--- config.mk ---
export PLATFORM = sky130hd
export DESIGN_NAME = token_decoder
export DESIGN_NICKNAME = d
export VERILOG_FILES = /design/src/rtl/token_decoder.sv
export SDC_FILE = /design/constraint.sdc
export NUM_CORES = 1
export LEC_CHECK = 0
export ABC_AREA = 1
export CAP_MARGIN = 10
export CORE_MARGIN = 2
export CORE_UTILIZATION = 53
export DETAILED_ROUTE_END_ITERATION = 7
export GPL_TIMING_DRIVEN = 0
export HOLD_SLACK_MARGIN = 0.08
export PLACE_DENSITY = 0.84
export SYNTH_ARGS = -nofsm -noshare
export SYNTH_HDL_FRONTEND = slang
export SYNTH_SLANG_ARGS = --single-unit
--- constraint.sdc ---
create_clock -name clk -period 2.4 [get_ports clk]
set_clock_uncertainty 0.1 [all_clocks]
set_input_delay 0.48 -clock clk [delete_from_list [all_inputs] [get_ports clk]]
set_output_delay 0.48 -clock clk [all_outputs]
set_load 0.03 [all_outputs]
--- src/rtl/token_decoder.sv ---
// Expands a stream of token IDs into their vocabulary byte strings, writing the bytes to an output RAM.
// Optional build macro TOKEN_DECODER_SEP_EN inserts SEP_BYTE between decoded tokens.
module token_decoder #(
    parameter int                    ADDR_WIDTH = 4,
    parameter int                    DATA_WIDTH = 8,
    parameter int                    ENTRY_LEN  = 4,
    parameter logic [DATA_WIDTH-1:0] SEP_BYTE   = 8'h20
) (
    input  logic                  clk,
    input  logic                  rst_n,
    input  logic                  cs,
    output logic                  done,
    output logic                  err,
    output logic [ADDR_WIDTH:0]   out_len,
    output logic [ADDR_WIDTH-1:0] tok_addr,
    input  logic [DATA_WIDTH-1:0] tok_dout,
    output logic [ADDR_WIDTH-1:0] voc_addr,
    input  logic [DATA_WIDTH-1:0] voc_dout,
    output logic [ADDR_WIDTH-1:0] out_addr,
    output logic [DATA_WIDTH-1:0] out_din,
    output logic                  out_we
);

    localparam int DEPTH       = 2 ** ADDR_WIDTH;
    localparam int NUM_ENTRIES = DEPTH / ENTRY_LEN;
    localparam int OFF_W       = $clog2(ENTRY_LEN) + 1;

    typedef enum logic [2:0] {
        IDLE, TOK_RD, TOK_DATA, VOC_RD, VOC_DATA, DONE
`ifdef TOKEN_DECODER_SEP_EN
        , SEP
`endif
    } state_t;

    state_t                  state_reg;
    logic [ADDR_WIDTH-1:0]   tp_reg;
    logic [ADDR_WIDTH-1:0]   tok_base_reg;
    logic [OFF_W-1:0]        offset_reg;
    logic [ADDR_WIDTH:0]     out_len_reg;
    logic                    err_reg;
    logic                    done_reg;
    logic [ADDR_WIDTH-1:0]   tok_addr_reg;
    logic [ADDR_WIDTH-1:0]   voc_addr_reg;
    logic [ADDR_WIDTH-1:0]   out_addr_reg;
    logic [DATA_WIDTH-1:0]   out_din_reg;
    logic                    out_we_reg;

    logic                    tok_eos;
    logic                    tok_bad;
    logic [ADDR_WIDTH-1:0]   tok_base_next;
    logic [OFF_W-1:0]        offset_next;
    logic [ADDR_WIDTH-1:0]   tp_next;
    logic                    out_full;
    logic                    last_tok;

    assign tok_eos       = &tok_dout;
    assign tok_bad       = {1'b0, tok_dout} >= (DATA_WIDTH+1)'(NUM_ENTRIES);
    assign tok_base_next = ADDR_WIDTH'(tok_dout) * ADDR_WIDTH'(ENTRY_LEN);
    assign offset_next   = offset_reg + OFF_W'(1);
    assign tp_next       = tp_reg + ADDR_WIDTH'(1);
    assign out_full      = out_len_reg[ADDR_WIDTH];
    assign last_tok      = &tp_reg;

    always_ff @(posedge clk or negedge rst_n) begin
        if (!rst_n) begin
            state_reg    <= IDLE;
            tp_reg       <= '0;
            tok_base_reg <= '0;
            offset_reg   <= '0;
            out_len_reg  <= '0;
            err_reg      <= 1'b0;
            done_reg     <= 1'b0;
            tok_addr_reg <= '0;
            voc_addr_reg <= '0;
            out_addr_reg <= '0;
            out_din_reg  <= '0;
            out_we_reg   <= 1'b0;
        end else begin
            out_we_reg <= 1'b0;
            case (state_reg)
                IDLE: begin
                    if (cs) begin
                        tp_reg       <= '0;
                        offset_reg   <= '0;
                        out_len_reg  <= '0;
                        err_reg      <= 1'b0;
                        tok_addr_reg <= '0;
                        state_reg    <= TOK_RD;
                    end
                end
                TOK_RD: state_reg <= TOK_DATA;
                TOK_DATA: begin
                    if (tok_eos) begin
                        state_reg <= DONE;
                    end else if (tok_bad) begin
                        err_reg <= 1'b1;
                        if (last_tok) begin
                            state_reg <= DONE;
                        end else begin
                            tp_reg       <= tp_next;
                            tok_addr_reg <= tp_next;
                            state_reg    <= TOK_RD;
                        end
                    end else begin
                        tok_base_reg <= tok_base_next;
                        offset_reg   <= '0;
                        voc_addr_reg <= tok_base_next;
`ifdef TOKEN_DECODER_SEP_EN
                        state_reg    <= (out_len_reg != '0) ? SEP : VOC_RD;
`else
                        state_reg    <= VOC_RD;
`endif
                    end
                end
                VOC_RD: state_reg <= VOC_DATA;
                VOC_DATA: begin
                    if (voc_dout != '0 && out_full) begin
                        err_reg   <= 1'b1;
                        state_reg <= DONE;
                    end else if (voc_dout != '0 && offset_next != OFF_W'(ENTRY_LEN)) begin
                        out_we_reg   <= 1'b1;
                        out_addr_reg <= out_len_reg[ADDR_WIDTH-1:0];
                        out_din_reg  <= voc_dout;
                        out_len_reg  <= out_len_reg + (ADDR_WIDTH+1)'(1);
                        offset_reg   <= offset_next;
                        voc_addr_reg <= tok_base_reg + ADDR_WIDTH'(offset_next);
                        state_reg    <= VOC_RD;
                    end else begin
                        // Entry finished: either a 0x00 terminator or the last byte of a full slot.
                        if (voc_dout != '0) begin
                            out_we_reg   <= 1'b1;
                            out_addr_reg <= out_len_reg[ADDR_WIDTH-1:0];
                            out_din_reg  <= voc_dout;
                            out_len_reg  <= out_len_reg + (ADDR_WIDTH+1)'(1);
                            offset_reg   <= offset_next;
                        end
                        if (last_tok) begin
                            state_reg <= DONE;
                        end else begin
                            tp_reg       <= tp_next;
                            tok_addr_reg <= tp_next;
                            state_reg    <= TOK_RD;
                        end
                    end
                end
`ifdef TOKEN_DECODER_SEP_EN
                SEP: begin
                    if (out_full) begin
                        err_reg   <= 1'b1;
                        state_reg <= DONE;
                    end else begin
                        out_we_reg   <= 1'b1;
                        out_addr_reg <= out_len_reg[ADDR_WIDTH-1:0];
                        out_din_reg  <= SEP_BYTE;
                        out_len_reg  <= out_len_reg + (ADDR_WIDTH+1)'(1);
                        state_reg    <= VOC_RD;
                    end
                end
`endif
                DONE: begin
                    // done rises on the first DONE cycle; only then is cs=0 accepted as the release.
                    if (!done_reg) begin
                        done_reg <= 1'b1;
                    end else if (!cs) begin
                        done_reg  <= 1'b0;
                        state_reg <= IDLE;
                    end
                end
                default: state_reg <= IDLE;
            endcase
        end
    end

    assign done     = done_reg;
    assign err      = err_reg;
    assign out_len  = out_len_reg;
    assign tok_addr = tok_addr_reg;
    assign voc_addr = voc_addr_reg;
    assign out_addr = out_addr_reg;
    assign out_din  = out_din_reg;
    assign out_we   = out_we_reg;

endmodule

==> flow_metrics.env <==
export IMPL_grt_pass1_wl_mm=7.169
export IMPL_finalSetupViolCount=0
export IMPL_io_buffers=46
export IMPL_reg2reg_from="offset_reg[0]$_DFFE_PN0P_"
export IMPL_final_cell_mix="nand2_1 (68), clkdlybuf4s50_1 (45), dfrtp_1 (36)"
export IMPL_rsz0062_at_grt="no"
export IMPL_hold_ws_ns=0.1694
export IMPL_io_pins=47
export IMPL_relSlewSlack=0.4768
export IMPL_clkSinkCount=36
export IMPL_power_density_nw_per_um2=1143
export IMPL_yosysWarnings=0
export IMPL_finalHoldViolCount=0
export IMPL_place_congestion=0.7892
export IMPL_pre_cts_ws_ns=0.3209
export IMPL_cts_setup_buffers=0
export IMPL_synth_seq_cells=36
export IMPL_tightest_slew_ns=0.7848
export IMPL_cp_start_kind="flip-flop"
export IMPL_cp_buffers_inverters=1
export IMPL_drtIter0Drc=88
export IMPL_track_usage=0.2163
export IMPL_cp_max_fo=7
export IMPL_place_hpwl_mm=2.953
export IMPL_largest_reg_flops=8
export IMPL_cap_violations=0
export IMPL_cts_buffer_depth=2
export IMPL_rr_worst_depth=7
export IMPL_cts_hold_buffers=0
export IMPL_drv_slew=0
export IMPL_rr_endpoint="voc_addr[3]$_DFFE_PN0P_"
export IMPL_die_y_um=65.27
export IMPL_finalWirelength_mm=3.955
export IMPL_grt_max_degree=37
export IMPL_criticalPathCategory="flip-flop to output port"
export IMPL_start_util=0.5475
export IMPL_final_common_cell="nand2_1"
export IMPL_cts_tree="done"
export IMPL_path_cells="clkdlybuf4s50_1"
export IMPL_ctsResizeCount=0
export IMPL_ys_types=36
export IMPL_status="finished, final reports clean"
export IMPL_design_area_um2=2613
export IMPL_layout_drive_gt1_share=0.1573
export IMPL_design_core_area_um2=3633
export IMPL_insertedDiodeCount=0
export IMPL_viasPerCell=4.952
export IMPL_syn_to_final_growth_pct=31.32
export IMPL_rows=22
export IMPL_grt_pass1_vias=1641
export IMPL_die_area_um2=4260
export IMPL_die_x_um=65.27
export IMPL_drtPass1Iterations=4
export IMPL_critical_path_top_delay_family="buffers and inverters"
export IMPL_synthCells=232
export IMPL_ys_seq_area_frac=0.4528
export IMPL_globalRoute_totalOverflow=0
export IMPL_end_kind="output port"
export IMPL_period_share=0.8912
export IMPL_slowest_delay_ns=0.73
export IMPL_netlist_top_cells_area="dfrtp_1 (45%), nand2_1 (13%), inv_1 (4.0%), ha_1 (3.1%), o21ai_1 (3.0%)"
export IMPL_clk_insertion_delay_late_ns=0.29
export IMPL_syn_avg_cell_area_um2=8.575
export IMPL_min_period_ns=2.139
export IMPL_nets=309
export IMPL_arrival_ns=1.56
export IMPL_cp_required_ns=1.82
export IMPL_synth_area_leader_cell="dfrtp_1"
export IMPL_slowest_stage="clkdlybuf4s50_1"
export IMPL_h_tree_depth=2
export IMPL_drc=0
export IMPL_ant_nets=0
export IMPL_r2r_setup_slack_ns=0.65
export IMPL_cts_root_buf="clkbuf_8"
export IMPL_synth_nets=256
export IMPL_dr_total_vias=1654
export IMPL_vdd_drop_max_mv=0.5702
export IMPL_p_leak_uw=0.001271
export IMPL_antenna_found_initial=0
export IMPL_dpl_cell_area_um2=2505
export IMPL_holdCritPathClass="input pin to async pin"
export IMPL_clk_pin_slew_worst_paths_ns=0.07
export IMPL_wire_per_inst_um=11.84
export IMPL_fmax_mhz=467.5
export IMPL_synth_area_um2=1989
export IMPL_cts_buffers=5
export IMPL_setup_ws_ns=0.2611
export IMPL_final_util=0.7190
export IMPL_yosys_area_top_type_share=0.4528
cell families after synthesis:
family / share of synthesized area
simple gates: 0.3094
fa+ha+maj: 0.03145
xor+xnor: 0.02201
mux: 0.01006
compound gates: 0.09561
buf+inv: 0.07862
flops: 0.4528
worst max-delay path by stage:
stage	startpoint	to	cells after the start
global placement	rst_n	tok_base_reg[3]$_DFFE_PN0P_	1
global route	out_len[4]$_DFFE_PN0P_	out_len[4]	1
detailed placement	voc_dout[4]	offset_reg[2]$_DFFE_PN0P_	11
floorplan	tp_reg[0]$_DFFE_PN0P_	tp_reg[2]$_DFFE_PN0P_	6
CTS	out_len[4]$_DFFE_PN0P_	out_len[4]	1
finish	out_len[4]$_DFFE_PN0P_	out_len[4]	1
layer usage:
metal	GRT usage	vias up	share of wire
met4	0.05469	0	0.014
met1	0.2774	771	0.46
met3	0.05137	8	0.031
li1	-	849	-
met5	0	-	0
met2	0.3686	26	0.50
worst register-to-register path, stage by stage, from the launching register on:
cell	delay, ns
dfrtp_1	0.41
ha_1	0.22
ha_1	0.30
inv_1	0.05
ha_1	0.18
xor2_1	0.16
mux2i_1	0.13
o21ai_1	0.08
synth_stat cells:
library cell,number
nand2_1,68
dfrtp_1,36
inv_1,21
nor2_1,16
o21ai_1,12
nand3_1,11
inv_2,8
o21ai_0,7
ha_1,5
nand4_1,5
nand2_2,4
nor2_2,4
xor2_1,4
nand3_4,3
o21ai_2,3
a21oi_1,2
mux2i_1,2
nand2_4,2
nor2_4,2
a21oi_4,1
a31oi_1,1
and3_2,1
buf_12,1
buf_4,1
buf_6,1
clkinv_4,1
nand2_8,1
nand3_2,1
nand3b_1,1
nor3_1,1
nor3_2,1
o211ai_4,1
o21a_1,1
o31ai_1,1
or2_2,1
xnor2_1,1
final cells by class:
cell class / instances / area (um^2)
Fill cell: 298 / 1021
Multi-Input combinational cell: 163 / 932.1
Sequential cell: 36 / 900.9
Timing Repair Buffer: 46 / 455.4
Inverter: 30 / 117.6
Clock buffer: 6 / 72.57
Tap cell: 48 / 60.06
Buffer: 3 / 38.79
Clock inverter: 2 / 35.03
per-stage QoR:
stage | setup TNS (ns) | power [uW] | cells
after floorplan | 0 | 1972 | 232
after global placement | -0.4185 | 2439 | 326
after detailed placement | 0 | 2472 | 326
after CTS | 0 | 3004 | 334
after global routing | 0 | 3188 | 334
final | 0 | 2985 | 334
report_power, final:
part	total, uW	internal [uW]	switching (uW)
Clock	527	308	219
Sequential	935	799	136
Combinational	1520	593	930
Total	2990	1700	1280
No activity file was read; power rests on OpenSTA's default activity.
